File: src/rtl/ipsmacge_rgmiirx.sv
// rtl/ipsmacge_rgmiirx.sv - RGMII receive byte assembler with preamble/SFD strip and SOP/EOP/ERR framing
// Optional in-band link/speed/duplex capture is enabled by defining IPSMACGE_INBAND_STS_EN.
module ipsmacge_rgmiirx #(
  parameter int MINPRE = 1,
  parameter int MAXLEN = 1536,
  parameter int LW     = 11
) (
  input  logic        rxclk,
  input  logic        rxrst,
  input  logic [4:0]  idat_h,
  input  logic [4:0]  idat_l,
  output logic [7:0]  odat,
  output logic        ovld,
  output logic        osop,
  output logic        oeop,
  output logic        oerr,
  output logic [15:0] oerrcnt,
  output logic        olink,
  output logic [1:0]  ospeed,
  output logic        odplx
);

  typedef enum logic [1:0] {IDLE, PRE, DATA, DROP} state_t;

  localparam logic [LW-1:0] MAXLEN_C = LW'(MAXLEN);
  localparam logic [4:0]    MINPRE_C = 5'(MINPRE);

  logic [7:0]    s1_byte;
  logic          s1_dv;
  logic          s1_er;

  state_t        state, nstate;
  logic [3:0]    precnt, nprecnt;
  logic [LW-1:0] bcnt, nbcnt;
  logic [7:0]    hold, nhold;
  logic          hold_vld, nhold_vld;
  logic          sop_pend, nsop;
  logic          err_flag, nerr;
  logic [7:0]    nodat;
  logic          novld, nosop, noeop, noerr;

  always_ff @(posedge rxclk) begin
    if (rxrst) begin
      s1_byte <= 8'h00;
      s1_dv   <= 1'b0;
      s1_er   <= 1'b0;
    end else begin
      s1_byte <= {idat_l[3:0], idat_h[3:0]};
      s1_dv   <= idat_h[4];
      s1_er   <= idat_h[4] ^ idat_l[4];
    end
  end

  always_ff @(posedge rxclk) begin
    if (rxrst) begin
      state    <= IDLE;
      precnt   <= 4'd0;
      bcnt     <= '0;
      hold     <= 8'h00;
      hold_vld <= 1'b0;
      sop_pend <= 1'b0;
      err_flag <= 1'b0;
      odat     <= 8'h00;
      ovld     <= 1'b0;
      osop     <= 1'b0;
      oeop     <= 1'b0;
      oerr     <= 1'b0;
      oerrcnt  <= 16'h0000;
    end else begin
      state    <= nstate;
      precnt   <= nprecnt;
      bcnt     <= nbcnt;
      hold     <= nhold;
      hold_vld <= nhold_vld;
      sop_pend <= nsop;
      err_flag <= nerr;
      odat     <= nodat;
      ovld     <= novld;
      osop     <= nosop;
      oeop     <= noeop;
      oerr     <= noerr;
      if (noeop && noerr && (oerrcnt != 16'hFFFF))
        oerrcnt <= oerrcnt + 16'd1;
    end
  end

  // One byte of look-ahead in the hold register lets the last byte carry oeop.
  always_comb begin
    nstate    = state;
    nprecnt   = precnt;
    nbcnt     = bcnt;
    nhold     = hold;
    nhold_vld = hold_vld;
    nsop      = sop_pend;
    nerr      = err_flag;
    nodat     = odat;
    novld     = 1'b0;
    nosop     = 1'b0;
    noeop     = 1'b0;
    noerr     = 1'b0;
    case (state)
      IDLE: begin
        nbcnt     = '0;
        nhold_vld = 1'b0;
        nerr      = 1'b0;
        nsop      = 1'b1;
        if (s1_dv) begin
          if (s1_byte == 8'h55) begin
            nstate  = PRE;
            nprecnt = 4'd1;
          end else if ((s1_byte == 8'hD5) && (MINPRE == 0)) begin
            nstate = DATA;
          end else begin
            nstate = DROP;
          end
        end
      end
      PRE: begin
        if (!s1_dv) begin
          nstate = IDLE;
        end else if (s1_byte == 8'h55) begin
          if (precnt != 4'hF)
            nprecnt = precnt + 4'd1;
        end else if ((s1_byte == 8'hD5) && ({1'b0, precnt} >= MINPRE_C)) begin
          nstate = DATA;
        end else begin
          nstate = DROP;
        end
      end
      DATA: begin
        if (s1_dv) begin
          if (hold_vld && (bcnt == MAXLEN_C)) begin
            // Oversize: close the frame on the last allowed byte, discard the rest.
            novld     = 1'b1;
            nodat     = hold;
            nosop     = sop_pend;
            noeop     = 1'b1;
            noerr     = 1'b1;
            nhold_vld = 1'b0;
            nstate    = DROP;
          end else begin
            nhold     = s1_byte;
            nhold_vld = 1'b1;
            nbcnt     = bcnt + LW'(1);
            nerr      = err_flag | s1_er;
            if (hold_vld) begin
              novld = 1'b1;
              nodat = hold;
              nosop = sop_pend;
              nsop  = 1'b0;
            end
          end
        end else begin
          if (hold_vld) begin
            novld = 1'b1;
            nodat = hold;
            nosop = sop_pend;
            noeop = 1'b1;
            noerr = err_flag | s1_er;
          end
          nhold_vld = 1'b0;
          nstate    = IDLE;
        end
      end
      DROP: begin
        if (!s1_dv)
          nstate = IDLE;
      end
      default: nstate = IDLE;
    endcase
  end

`ifdef IPSMACGE_INBAND_STS_EN
  logic [3:0] sts_prev;
  logic       sts_prev_vld;

  // Status is only accepted when two back-to-back idle cycles agree.
  always_ff @(posedge rxclk) begin
    if (rxrst) begin
      sts_prev     <= 4'h0;
      sts_prev_vld <= 1'b0;
      olink        <= 1'b0;
      ospeed       <= 2'b00;
      odplx        <= 1'b0;
    end else if ((state == IDLE) && !s1_dv && !s1_er) begin
      sts_prev     <= s1_byte[3:0];
      sts_prev_vld <= 1'b1;
      if (sts_prev_vld && (s1_byte[3:0] == sts_prev)) begin
        olink  <= s1_byte[0];
        ospeed <= s1_byte[2:1];
        odplx  <= s1_byte[3];
      end
    end else begin
      sts_prev_vld <= 1'b0;
    end
  end
`else
  assign olink  = 1'b0;
  assign ospeed = 2'b00;
  assign odplx  = 1'b0;
`endif

endmodule

File: config.mk
export PLATFORM = sky130hd
export DESIGN_NAME = ipsmacge_rgmiirx
export DESIGN_NICKNAME = d
export VERILOG_FILES = /design/src/rtl/ipsmacge_rgmiirx.sv
export SDC_FILE = /design/constraint.sdc
export NUM_CORES = 1
export LEC_CHECK = 0
export BUFFER_PORTS_ARGS = -buffer_cell sky130_fd_sc_hd__buf_2
export CORE_ASPECT_RATIO = 1.4
export CORE_MARGIN = 1
export CORE_UTILIZATION = 40
export DETAILED_ROUTE_END_ITERATION = 16
export PLACE_DENSITY = 0.63
export SLEW_MARGIN = 20
export SYNTH_ARGS = -nofsm -noshare
export SYNTH_HDL_FRONTEND = slang
export SYNTH_SLANG_ARGS = --single-unit
File: constraint.sdc
create_clock -name rxclk -period 5 [get_ports rxclk]
set_input_delay 1 -clock rxclk [delete_from_list [all_inputs] [get_ports rxclk]]
set_output_delay 1 -clock rxclk [all_outputs]
set_load 0.01 [all_outputs]
=== After elaboration in Yosys (flattened, before gate mapping) ===
Cells that the tools add are included.

* Bitwise operators: 4
* Reduce and logical (&&, ||, !) cells: 13
* Shift operators: 0
* Magnitude comparators: 1
* Equality and inequality tests: 19
* Multiplexer cells: 43
* $mul: 0
* Add/sub/neg operators: 3
* Div/mod/pow operators: 0

{| class="wikitable"
|+ Operators by type and width
! kind !! number
|-
| $mux W8 || 3
|-
| $mux W11 || 2
|-
| $pmux W11 S2 || 1
|-
| $mux W1 || 20
|-
| $mux W4 || 5
|-
| $ne A2 B2 Y1 const B || 9
|-
| $add A16 B1 Y16 const B || 1
|-
| $ne A16 B16 Y1 const B || 1
|-
| $mux W2 || 7
|-
| $add A11 B1 Y11 const B || 1
|-
| $eq A11 B11 Y1 const B || 1
|-
| $eq A8 B7 Y1 const B || 1
|-
| $eq A8 B8 Y1 const B || 1
|-
| $pmux W2 S4 || 1
|-
| $pmux W4 S2 || 1
|-
| $reduce_and A4 Y1 || 2
|-
| $ne A3 B3 Y1 const B || 2
|-
| $pmux W1 S2 || 3
|-
| $reduce_and A3 Y1 || 2
|-
| $reduce_and A6 Y1 || 1
|-
| $add A4 B1 Y4 const B || 1
|-
| $eq A2 B2 Y1 const B || 2
|-
| $ge A4 B1 Y1 const B || 1
|-
| $logic_and A1 B1 Y1 || 4
|-
| other kinds (8) || 10
|}

* Latch bits: 0
* Bits in writable memories: 0
* Bits in registers: 66
* Output and inout bits: 32
* Memories: 0
* ROM bits: 0

=== Longest topological paths before layout ===
* Depth after elaboration: 7
* Mapped depth: 8

=== Worst setup path before layout ===
Ideal clock, no wire load.

* Path kind: register -> register
* From: reg bcnt[0]
* To: reg bcnt[7]
* Cell stages (with the launch flop): 9
* Buffers on the path: 1
* Arrival: 1.844 ns
* Path slack: 3.033 ns
* Setup time: 0.123 ns
* Path through: dfxtp_1 > inv_1 > ha_1 > nor4b_4 > a31o_2 > buf_2 > a2111oi_0 > xnor2_1 > nor2_1

* Word-level cells in the longest chain between the ends: 4

{| class="wikitable"
|+ Ends and longest elaborated chain
! what !! RTL line !! text
|-
| start: declaration || 34 || <nowiki>logic [LW-1:0] bcnt, nbcnt;</nowiki>
|-
| start signal: assignment || 72 || <nowiki>bcnt <= nbcnt;</nowiki>
|-
| $add A11 B1 Y11 or $eq A11 B11 Y1 (tied branches) || 144, 132 ||
|-
| $mux W11 or $logic_and A1 B1 Y1 (tied branches) || 132 || <nowiki>if (hold_vld && (bcnt == MAXLEN_C)) begin</nowiki>
|-
| $mux W11 or $ne A2 B2 Y1 (tied branches) || -- ||
|-
| $pmux W11 S2 or $reduce_and A3 Y1 (tied branches) || -- ||
|}

Several ways; a longest one is shown, not always the timed one. The select of a mux whose other input is x is not followed.
A chain may end at the register's enable or synchronous reset.

=== Worst setup path in the final report ===
* From: reg state[1]
* To: reg oerrcnt[15]

* Word-level cells in the longest chain between the ends: 4

{| class="wikitable"
|+ Ends and longest elaborated chain
! what !! RTL line !! text
|-
| start: declaration || 32 || <nowiki>state_t state, nstate;</nowiki>
|-
| start signal: assignment || 70 || <nowiki>state <= nstate;</nowiki>
|-
| $eq A2 B2 Y1 (*) || 101 || <nowiki>case (state)</nowiki>
|-
| $mux W1 || 101 ||
|-
| $logic_and A1 B1 Y1 (*) (2 in series) || 82 || <nowiki>if (noeop && noerr && (oerrcnt != 16'hFFFF))</nowiki>
|-
| end signal: assignment || 83 || <nowiki>oerrcnt <= oerrcnt + 16'd1;</nowiki>
|-
| end: declaration || 17 || <nowiki>output logic [15:0] oerrcnt,</nowiki>
|}

Mark *: on every way between the ends. The rest lies on a longest branch, timed or not.

==> impl_metrics.env <==
export IMPL_register_area_mm2=0.001321
export IMPL_ant_nets=0
export IMPL_netlist_top_cells_area="dfxtp_1 45%, nand2_1 4.8%, nor2_1 4.7%, a21oi_1 3.7%, xnor2_1 3.5%"
export IMPL_grt_ovfl_total=0
export IMPL_dp_cells=460
export IMPL_yosysTopAreaCellShare=0.4456
export IMPL_critPathRequiredTime_ns=5.27
export IMPL_report_final_slew_viol_count=0
export IMPL_grt_pass1_wl_um=11130
export IMPL_rsz0062_at_grt="no"
export IMPL_gp_congestion=0.8658
export IMPL_postPlaceCellArea_mm2=0.003196
export IMPL_multi_input_area_mm2=0.001510
export IMPL_cts_clk_slew_worst_paths_ns=0.08
export IMPL_dieArea_mm2=0.007767
export IMPL_critPathMaxFanout=22
export IMPL_hold_buffers=0
export IMPL_fin_util=0.4881
export IMPL_fin_crit_sh=0.5380
export IMPL_syn_area_per_cell_um2=8.595
export IMPL_wirelength_um=6578
export IMPL_syn_inst=345
export IMPL_critPathLaunchType="register"
export IMPL_synth_distinct_cells=47
export IMPL_p_per_area_mw_per_mm2=328.3
export IMPL_gr_usage_all_layers=0.1862
export IMPL_grt_pass1_vias=2393
export IMPL_root_buffer="clkbuf_8"
export IMPL_cts_tree="built"
export IMPL_cts_buffers=9
export IMPL_yosysSeqAreaShare=0.4456
export IMPL_yosys_warnings=0
export IMPL_final_cell_mix="66 x dfxtp_1, 39 x buf_2, 38 x nand2_1"
export IMPL_end_kind="register"
export IMPL_finalHoldViolations=0
export IMPL_holdCritStartpoint="hold[2]"
export IMPL_clock_sinks=66
export IMPL_drc=0
export IMPL_crit_start="state[1]"
export IMPL_core_mm2=0.007072
export IMPL_layout_drive_gt1_share=0.1759
export IMPL_synth_edf_count=0
export IMPL_clockBufferDepth=2
export IMPL_yosysTopAreaCell="dfxtp_1"
export IMPL_fillers=698
export IMPL_p_leak_nw=1.248
export IMPL_finalClockSkew_ns=0.009798
export IMPL_ir_drop_v=0.0002265
export IMPL_grt_max_degree=50
export IMPL_layout_commonest_cell="dfxtp_1"
export IMPL_path_class="reg -> reg"
export IMPL_ys_flop_type="dfxtp_1"
export IMPL_ios=44
export IMPL_fin_cells=476
export IMPL_min_period_ns=2.690
export IMPL_vias_per_cell=5.298
export IMPL_r2r_start="state[1]"
export IMPL_rows=36
export IMPL_die_h_um=103.9
export IMPL_initial_core_util=0.4193
export IMPL_diodes=0
export IMPL_fin_nets=394
export IMPL_syn_cell_area_mm2=0.002965
export IMPL_firstDrtPassIters=4
export IMPL_status="finished clean"
export IMPL_fmax_mhz=371.8
export IMPL_vias=2522
export IMPL_maxCapViolCount=0
export IMPL_stdcell_area_mm2=0.003452
export IMPL_arrival_ns=2.96
export IMPL_post_cts_resized=0
export IMPL_die_w_um=74.77
export IMPL_dp_hpwl_um=4553
export IMPL_tightestPinTransition_ns=0.7849
export IMPL_clk_latency_ns=0.35
export IMPL_wire_per_inst_um=13.82
export IMPL_synth_seq_cells=66
export IMPL_io_buffer_count=39
export IMPL_area_growth_pct=16.41
export IMPL_post_cts_buffers=0
export IMPL_drt_iter0_drc=133
export IMPL_tns_ns=0
export IMPL_hold_path_class="reg -> reg"
export IMPL_antenna_found_initial=0
export IMPL_slew_headroom=0.4724
export IMPL_cts_max_level=3
export IMPL_async_reset_ff_frac=0
export IMPL_setup_violations=0
## cells by family after synthesis
| group | synth area share |
|---|---|
| compound gates | 0.1063 |
| fa+ha+maj | 0.02532 |
| mux | 0.03376 |
| buf+inv | 0.05105 |
| xor+xnor | 0.04135 |
| flops | 0.4456 |
| other cells | 0.001265 |
| simple gates | 0.2954 |
## layer usage
| layer | global-route usage | part of all wire | vias up | wire length [um] |
|---|---|---|---|---|
| li1 | - | - | 1268 | - |
| met1 | 0.2237 | 0.44 | 1161 | 2895 |
| met2 | 0.3024 | 0.50 | 78 | 3302 |
| met3 | 0.04554 | 0.036 | 15 | 234 |
| met4 | 0.09030 | 0.022 | 0 | 146 |
| met5 | 0 | 0 | - | 0 |
## final timing paths
path | endpoint | slack (ns) | depth (start not counted)
max | oerrcnt[15] | 2.31 | 5
min | register | 0.46 | 2
max reg2reg | oerrcnt[15] | 2.31 | 5
min reg2reg | register | 0.46 | 2
## cells in the mapped netlist, types with 2 or more instances
master,number
nor2b_1,10
nor3_1,7
a21oi_1,22
xnor2_1,12
nor2_1,37
a211oi_1,5
ha_1,6
and3_1,4
nor4b_1,6
inv_1,10
a31o_2,2
nand3_1,15
dfxtp_1,66
or2_2,3
nor4_1,5
nand4b_1,4
or4_1,5
nand2_1,38
buf_2,4
a2111oi_0,2
a311oi_1,2
a31oi_1,6
xor2_1,2
buf_4,4
nand4_1,6
nor3b_1,2
mux2i_1,10
clkbuf_1,15
or3_1,6
and4_1,2
o21ai_0,8
and2_1,4
## worst max-delay path, cell delays in order, from the launching register on
cell	delay [ns]
dfxtp_1	0.79
nand3b_1	0.54
or2_2	0.54
nand4b_1	0.26
or3_1	0.34
a21oi_1	0.13
## where the power goes
group / switching, mW / internal (mW)
combinational: 0.0219 / 0.0117
clock: 0.213 / 0.346
sequential: 0.00812 / 0.532
## area by class of cell
type,instances,area share
flip-flops and latches,66,0.3827
multi-input cells,247,0.4375
clock inverters,6,0.03262
inverters,11,0.01196
clock buffers,10,0.03987
repair buffers,41,0.06089
well taps,95,0.03443
## metrics by stage
stage | setup slack, ns | total power, mW | hold slack, ns
3_5_place_dp | 2.360 | 0.5857 | 0.4485
5_1_grt | 2.073 | 1.173 | 0.4776
2_1_floorplan | 3.033 | 0.5765 | 0.4305
4_1_cts | 2.339 | 1.146 | 0.4582
3_3_place_gp | 2.470 | 0.5850 | 0.4418
6_report | 2.310 | 1.133 | 0.4554
No activity file was read; power rests on OpenSTA's default activity.
